`config.mk`:
```
export PLATFORM = sky130hd
export DESIGN_NAME = sca_rdout_seq
export DESIGN_NICKNAME = d
export VERILOG_FILES = /design/src/rtl/sca_rdout_seq_pkg.sv /design/src/rtl/sca_rdout_seq_conv_timer.sv /design/src/rtl/sca_rdout_seq.sv
export SDC_FILE = /design/constraint.sdc
export NUM_CORES = 1
export LEC_CHECK = 0
export CAP_MARGIN = 25
export CORE_MARGIN = 2
export CORE_UTILIZATION = 46
export CTS_BUF_LIST = sky130_fd_sc_hd__clkbuf_8 sky130_fd_sc_hd__clkbuf_16
export DETAILED_ROUTE_END_ITERATION = 12
export PLACE_DENSITY = 0.75
export SYNTH_ARGS = -nofsm -noshare
export SYNTH_HDL_FRONTEND = slang
export SYNTH_SLANG_ARGS = --single-unit
```
`constraint.sdc`:
```
create_clock -name CLK -period 1.6 [get_ports CLK]
set_input_delay 0.24 -clock CLK [delete_from_list [all_inputs] [get_ports CLK]]
set_output_delay 0.24 -clock CLK [all_outputs]
set_load 0.02 [all_outputs]
```
`src/rtl/sca_rdout_seq_pkg.sv`:
```
// Shared definitions for the SCA readout sequencer: state codes, block limits, watchdog limit.
// Latency: n/a (constants and a pure combinational helper).
// Backpressure: n/a.
package sca_rdout_seq_pkg;

  // Codes 1, 3 and 12 are decoded by the read-control logic and must not move.
  typedef enum logic [3:0] {
    ST_IDLE  = 4'd0,
    ST_LOAD  = 4'd1,
    ST_HOLD  = 4'd2,
    ST_FETCH = 4'd3,
    ST_CONV  = 4'd5,
    ST_STEP  = 4'd6,
    ST_END   = 4'd12
  } state_e;

  localparam logic [3:0] NBLK_MAX   = 4'd8;
  localparam logic [7:0] WDOG_LIMIT = 8'd255;

  // A block count outside 1..NBLK_MAX cannot be read out and is retired as an error.
  function automatic logic nblk_bad(input logic [3:0] n);
    return (n == 4'd0) || (n > NBLK_MAX);
  endfunction

endpackage

```
`src/rtl/sca_rdout_seq_conv_timer.sv`:
```
// ADC conversion-window timer: loadable down-counter, optionally triplicated with majority vote.
// Latency: DONE is high on the CONV_CYC-th cycle counting the START cycle as the first.
// Backpressure: none; a started window always runs to completion unless RST.
module conv_timer #(
  parameter int CONV_CYC = 12,
  parameter int TMR      = 0
) (
  input  logic CLK,
  input  logic RST,
  input  logic START,
  output logic DONE
);

  localparam int         NREP   = (TMR != 0) ? 3 : 1;
  // START marks cycle 1, the first counted cycle is cycle 2, so the count ends at 0 on cycle CONV_CYC.
  localparam logic [5:0] RELOAD = 6'(CONV_CYC - 2);

  logic [5:0] cnt_q [NREP];
  logic       run_q [NREP];
  logic [5:0] cnt_v;
  logic       run_v;

  generate
    if (NREP == 3) begin : g_vote
      assign cnt_v = (cnt_q[0] & cnt_q[1]) | (cnt_q[0] & cnt_q[2]) | (cnt_q[1] & cnt_q[2]);
      assign run_v = (run_q[0] & run_q[1]) | (run_q[0] & run_q[2]) | (run_q[1] & run_q[2]);
    end else begin : g_single
      assign cnt_v = cnt_q[0];
      assign run_v = run_q[0];
    end
  endgenerate

  assign DONE = run_v && (cnt_v == 6'd0);

  // Every replica reloads from START and otherwise steps from the voted value, so a flipped copy heals.
  always_ff @(posedge CLK or posedge RST) begin
    if (RST) begin
      for (int r = 0; r < NREP; r++) begin
        cnt_q[r] <= '0;
        run_q[r] <= 1'b0;
      end
    end else begin
      for (int r = 0; r < NREP; r++) begin
        if (START) begin
          cnt_q[r] <= RELOAD;
          run_q[r] <= 1'b1;
        end else if (DONE) begin
          cnt_q[r] <= cnt_v;
          run_q[r] <= 1'b0;
        end else if (run_v) begin
          cnt_q[r] <= cnt_v - 6'd1;
          run_q[r] <= 1'b1;
        end else begin
          cnt_q[r] <= cnt_v;
          run_q[r] <= 1'b0;
        end
      end
    end
  end

endmodule

```
`src/rtl/sca_rdout_seq.sv`:
```
// SCA readout sequencer: pops one pending event, converts each of its blocks, retires it with TRGDONE/POPL1AN.
// Latency: 3 + NBLK*(CONV_CYC+1) cycles per event without back-pressure; each HOLD cycle adds one.
// Backpressure: DAQ_BUSY gates IDLE->LOAD and parks STEP in HOLD; SCA_RDOUT_TIMEOUT_EN adds a 255-cycle HOLD watchdog.
import sca_rdout_seq_pkg::*;

module sca_rdout_seq #(
  parameter int CONV_CYC = 12,
  parameter int TMR      = 0
) (
  input  logic       CLK,
  input  logic       RST,
  input  logic       TEMPTY,
  input  logic       DAQ_BUSY,
  input  logic [3:0] BLKIN,
  input  logic [3:0] NBLK,
  output logic [3:0] STATE,
  output logic [3:0] SCA_ADDR,
  output logic       ADC_CONV,
  output logic [3:0] SAMPLE,
  output logic       TRGDONE,
  output logic       POPL1AN,
  output logic       BUSY,
  output logic       RDERR
);

  state_e     state_q;
  logic [3:0] sca_addr_q;
  logic [3:0] sample_q;
  logic [3:0] rem_q;
  logic       adc_conv_q;
  logic       trgdone_q;
  logic       popl1an_q;
  logic       busy_q;
  logic       rderr_q;
  logic       conv_done;
`ifdef SCA_RDOUT_TIMEOUT_EN
  logic [7:0] wdog_q;
`endif

  // The registered strobe marks the first CONV cycle, which is exactly when the window starts.
  conv_timer #(
    .CONV_CYC (CONV_CYC),
    .TMR      (TMR)
  ) u_conv_timer (
    .CLK   (CLK),
    .RST   (RST),
    .START (adc_conv_q),
    .DONE  (conv_done)
  );

  // Sequencer FSM; strobes are set on the edge entering their state so every output is a flop.
  always_ff @(posedge CLK or posedge RST) begin
    if (RST) begin
      state_q    <= ST_IDLE;
      sca_addr_q <= '0;
      sample_q   <= '0;
      rem_q      <= '0;
      adc_conv_q <= 1'b0;
      trgdone_q  <= 1'b0;
      popl1an_q  <= 1'b0;
      busy_q     <= 1'b0;
      rderr_q    <= 1'b0;
`ifdef SCA_RDOUT_TIMEOUT_EN
      wdog_q     <= '0;
`endif
    end else begin
      adc_conv_q <= 1'b0;
      trgdone_q  <= 1'b0;
      popl1an_q  <= 1'b0;
      case (state_q)
        ST_IDLE: begin
          if (!TEMPTY && !DAQ_BUSY) begin
            state_q <= ST_LOAD;
            busy_q  <= 1'b1;
          end
        end
        ST_LOAD: begin
          rderr_q <= 1'b0;
          state_q <= ST_FETCH;
        end
        ST_FETCH: begin
          // The head entry is captured here; later TEMPTY/BLKIN/NBLK changes do not affect this event.
          sca_addr_q <= BLKIN;
          rem_q      <= NBLK;
          sample_q   <= '0;
          if (nblk_bad(NBLK)) begin
            rderr_q   <= 1'b1;
            state_q   <= ST_END;
            trgdone_q <= 1'b1;
            popl1an_q <= 1'b1;
          end else begin
            state_q    <= ST_CONV;
            adc_conv_q <= 1'b1;
          end
        end
        ST_CONV: begin
          if (conv_done) begin
            state_q <= ST_STEP;
          end
        end
        ST_STEP: begin
          rem_q <= rem_q - 4'd1;
          if (rem_q == 4'd1) begin
            state_q   <= ST_END;
            trgdone_q <= 1'b1;
            popl1an_q <= 1'b1;
          end else begin
            sca_addr_q <= sca_addr_q + 4'd1;
            sample_q   <= sample_q + 4'd1;
            if (DAQ_BUSY) begin
              state_q <= ST_HOLD;
            end else begin
              state_q    <= ST_CONV;
              adc_conv_q <= 1'b1;
            end
          end
        end
        ST_HOLD: begin
          if (!DAQ_BUSY) begin
            state_q    <= ST_CONV;
            adc_conv_q <= 1'b1;
`ifdef SCA_RDOUT_TIMEOUT_EN
            wdog_q     <= '0;
          end else if (wdog_q == WDOG_LIMIT - 8'd1) begin
            // This is the 255th consecutive HOLD cycle: give up and retire the event as an error.
            rderr_q   <= 1'b1;
            state_q   <= ST_END;
            trgdone_q <= 1'b1;
            popl1an_q <= 1'b1;
            wdog_q    <= '0;
          end else begin
            wdog_q <= wdog_q + 8'd1;
`endif
          end
        end
        ST_END: begin
          state_q <= ST_IDLE;
          busy_q  <= 1'b0;
        end
        default: begin
          state_q <= ST_IDLE;
          busy_q  <= 1'b0;
        end
      endcase
    end
  end

  assign STATE    = state_q;
  assign SCA_ADDR = sca_addr_q;
  assign SAMPLE   = sample_q;
  assign ADC_CONV = adc_conv_q;
  assign TRGDONE  = trgdone_q;
  assign POPL1AN  = popl1an_q;
  assign BUSY     = busy_q;
  assign RDERR    = rderr_q;

endmodule

```
==> qor.csv <==
stage;metric;value;unit
place;place_congestion;0.7927;
power_and_ir_drop;p_comb_share;58.2;%
detailed_routing;drtIter0Drc;64;
setup_path;cp.required;1810;ps
die;die_w;60.89;µm
logic_synthesis;avgSynthCellArea;9.424;µm²
sta;rsz0062_at_grt;yes;
power_and_ir_drop;p_int;2255;µW
detailed_routing;route.vias.total;1361;
logic_synthesis;synth.largest_area_cell;dfrtp_1;
sta;skew;3.316;ps
logic_synthesis;synth_top_area_share;45.38;%
sta;slew_violations;0;
detailed_routing;ant_nets;0;
die;initial_core_util;48.37;%
die;die_h;60.89;µm
power_and_ir_drop;power_density;1844;mW/mm²
clocking;cts_tree;built;
global_route;top_usage_layer;met2;
die;core_area;0.003078;mm²
die;rows;20;
finish;insertedDiodeCount;0;
detailed_routing;route.detailed.drc;0;
global_route;grt.total_usage;21.16;%
clocking;cts_sinks;27;
logic_synthesis;async_flop_share;100.0;%
detailed_routing;drt_wl_total;3.668;mm
power_and_ir_drop;pwr-share-clk;9.9;%
clocking;clk_latency;280;ps
power_and_ir_drop;power_frac_seq;31.9;%
sta;setup_ws;-60.85;ps
setup_path;cp-end-kind;flop;
global_route;grt_use_met2;34.87;%
logic_synthesis;postSynthCellCount;158;
clocking;numCtsBuffers;3;
logic_synthesis;ys.flop_type;dfrtp_1;
status;violations;negative setup slack;
worst_hold_path;hold_class;in2async;
sta;max_freq;602.1;MHz
detailed_routing;vias_per_cell;5.401;
global_route;grt_use_met1;27.84;%
place;dpl_worst_slack;-67.49;ps
finish;fin_nets;227;
logic_synthesis;synth_area_leaders;dfrtp_1, ha_1, nor2_1;
finish;final_area;0.002101;mm²
power_and_ir_drop;switchingPower;1619;µW
clocking;cts.htree.levels;1;
logic_synthesis;synth_area;0.001489;mm²
setup_path;critPathArrivalTime;1870;ps
logic_synthesis;synth_edf_count;0;
clocking;holdBufCountCts;0;
detailed_routing;wl_per_cell;14.56;µm
clocking;cts-root-buf;clkbuf_8;
logic_synthesis;synth_warnings;0;
global_route;grt_max_degree;28;
finish;drive_above_1_share;22.12;%
sta;slew_headroom;75.51;%
setup_path;path_class;reg2reg;
finish;nFillCells;230;
status;outcome;finished with violations;
power_and_ir_drop;ir_drop;0.8853;mV
detailed_routing;drt_pass1_iterations;4;
place;dp_hpwl;2.582;mm
sta;hold_slack;318.3;ps
place;placed_cell_area;0.001951;mm²
sta;worst_pin_slew;364.5;ps
finish;area_growth;41.09;%
logic_synthesis;synth.most_common_cell;dfrtp_1;
global_route;first_global_vias;1250;
clocking;cts.path.max_buffers;2;
setup_path;crit_path_start_kind;flop;
global_route;grt.met3_usage;2.772;%
logic_synthesis;syn_nets;176;
run;maxCapViolCount;0;
power_and_ir_drop;sw_frac_of_total;41.79;%
logic_synthesis;yosysUniqueCellTypes;43;
place;port_buffers;28;
global_route;grt_pass1_wl;5.754;mm
die;die_area;0.003708;mm²
power_and_ir_drop;p_total;3874;µW
sta;finalSetupViolCount;8;
clocking;clk_pin_slew_worst_paths;90;ps
logic_synthesis;synth.yosys.seq_area_share;45.38;%
sta;hold_violations;0;
logic_synthesis;ys_ff_latch;27;
global_route;gr-total-overflow;0;
logic_synthesis;ys_top_cells_by_count;dfrtp_1, nor2_1, o21ai_0;
global_route;antenna_found_initial;0;
sta;fin_crit_sh;103.8;%
sta;fin_crit;1661;ps
die;io_pins;29;
power_and_ir_drop;cellLeakagePower;0.0009616;µW
setup_path;worstPathMaxFanout;4;
[worst max-delay path: stages, from the launching register on]
cell	delay [ps]
dfrtp_1	400
inv_2	80
ha_4	130
or3b_4	400
a21oi_4	220
buf_6	140
buf_6	110
o21ai_2	40
o21ai_1	70
[metrics by stage]
| step | util [%] | instances | setup TNS, ps |
|---|---|---|---|
| floorplan | - | 158 | -7.454 |
| CTS | 65.57 | 249 | -224.0 |
| global placement | 63.37 | 244 | 0 |
| global route | 68.25 | 252 | -786.3 |
| detailed placement | 63.37 | 244 | -217.2 |
| finish | 68.25 | 252 | -331.5 |
[power groups by stage]
stage / clock network (µW) / logic [µW] / registers (µW)
global placement: 0 / 2000 / 1190
floorplan: 0 / 1000 / 1380
global route: 421 / 2470 / 1270
CTS: 406 / 2120 / 1210
finish: 385 / 2250 / 1230
detailed placement: 0 / 2070 / 1210
[logic make-up (layout without fill, tap and decap cells)]
kind of cell / Yosys count / after routing / synth area share [%]
adder cells (fa/ha/maj): 6 / 6 / 5.042
multiplexers: 1 / 1 / 0.6723
XOR/XNOR: 6 / 6 / 3.529
flip-flops: 27 / 27 / 45.38
AND/OR/NAND/NOR: 55 / 55 / 19.75
buffers and inverters: 19 / 69 / 5.798
AO/OA/AOI/OAI: 44 / 44 / 19.83
[area by class of cell]
type	instances	area (µm²)	area share [%]
flip-flops and latches	27	675.6	32.16
repair buffers	55	494.2	23.53
inverters	10	37.54	1.787
multi-input cells	112	793.3	37.76
clock inverters	1	3.754	0.1787
clock buffers	3	41.29	1.965
well taps	44	55.05	2.621
[flip-flops by register name, summed over array words and instances, names as in the netlist]
signal	cells
u_conv_timer.run_q	1
STATE	4
SAMPLE	4
RDERR	1
POPL1AN	1
SCA_ADDR	4
BUSY	1
ADC_CONV	1
u_conv_timer.cnt_q	6
rem_q	4
[placed cells by master, fill, tap and decap left out, drive strengths merged, types with 3 or more instances in the layout]
master and instances:
ha 6, buf 27, dlygate4sd2 4, a32oi 3
or3 3, nand2b 4, inv 11, clkdlybuf4s50 22
nor2 19, xor2 4, clkbuf 3, o21ai 15
dfrtp 27, a21oi 9, nand2 8, nor3 6
nor3b 3
[final timing paths]
check / start / to / slack, ps / depth (start not counted)
hold reg to reg: RDERR / RDERR / 520 / 1
min in group CLK: RDERR / RDERR / 520 / 1
max in group asynchronous: RST / SAMPLE[3] / 1020 / 3
hold / removal: RST / SCA_ADDR[2] / 320 / 3
setup / recovery: rem_q[1] / SCA_ADDR[2] / -60 / 8
setup reg to reg: rem_q[1] / SCA_ADDR[2] / -60 / 8
[routing by layer]
layer	share of wire [%]	vias up
li1	-	666
met1	43	671
met2	53	17
met3	1.9	7
met4	2.0	0
met5	0	-
[what timing repair did]
| item | CTS | global route |
|---|---|---|
| gates resized for setup | 12 | 18 |
| endpoints found under the setup margin | 12 | 16 |
| buffers inserted | 1 | 3 |
| pin swaps | 4 | 7 |
Note: power is estimated with default switching activity, not from simulation.
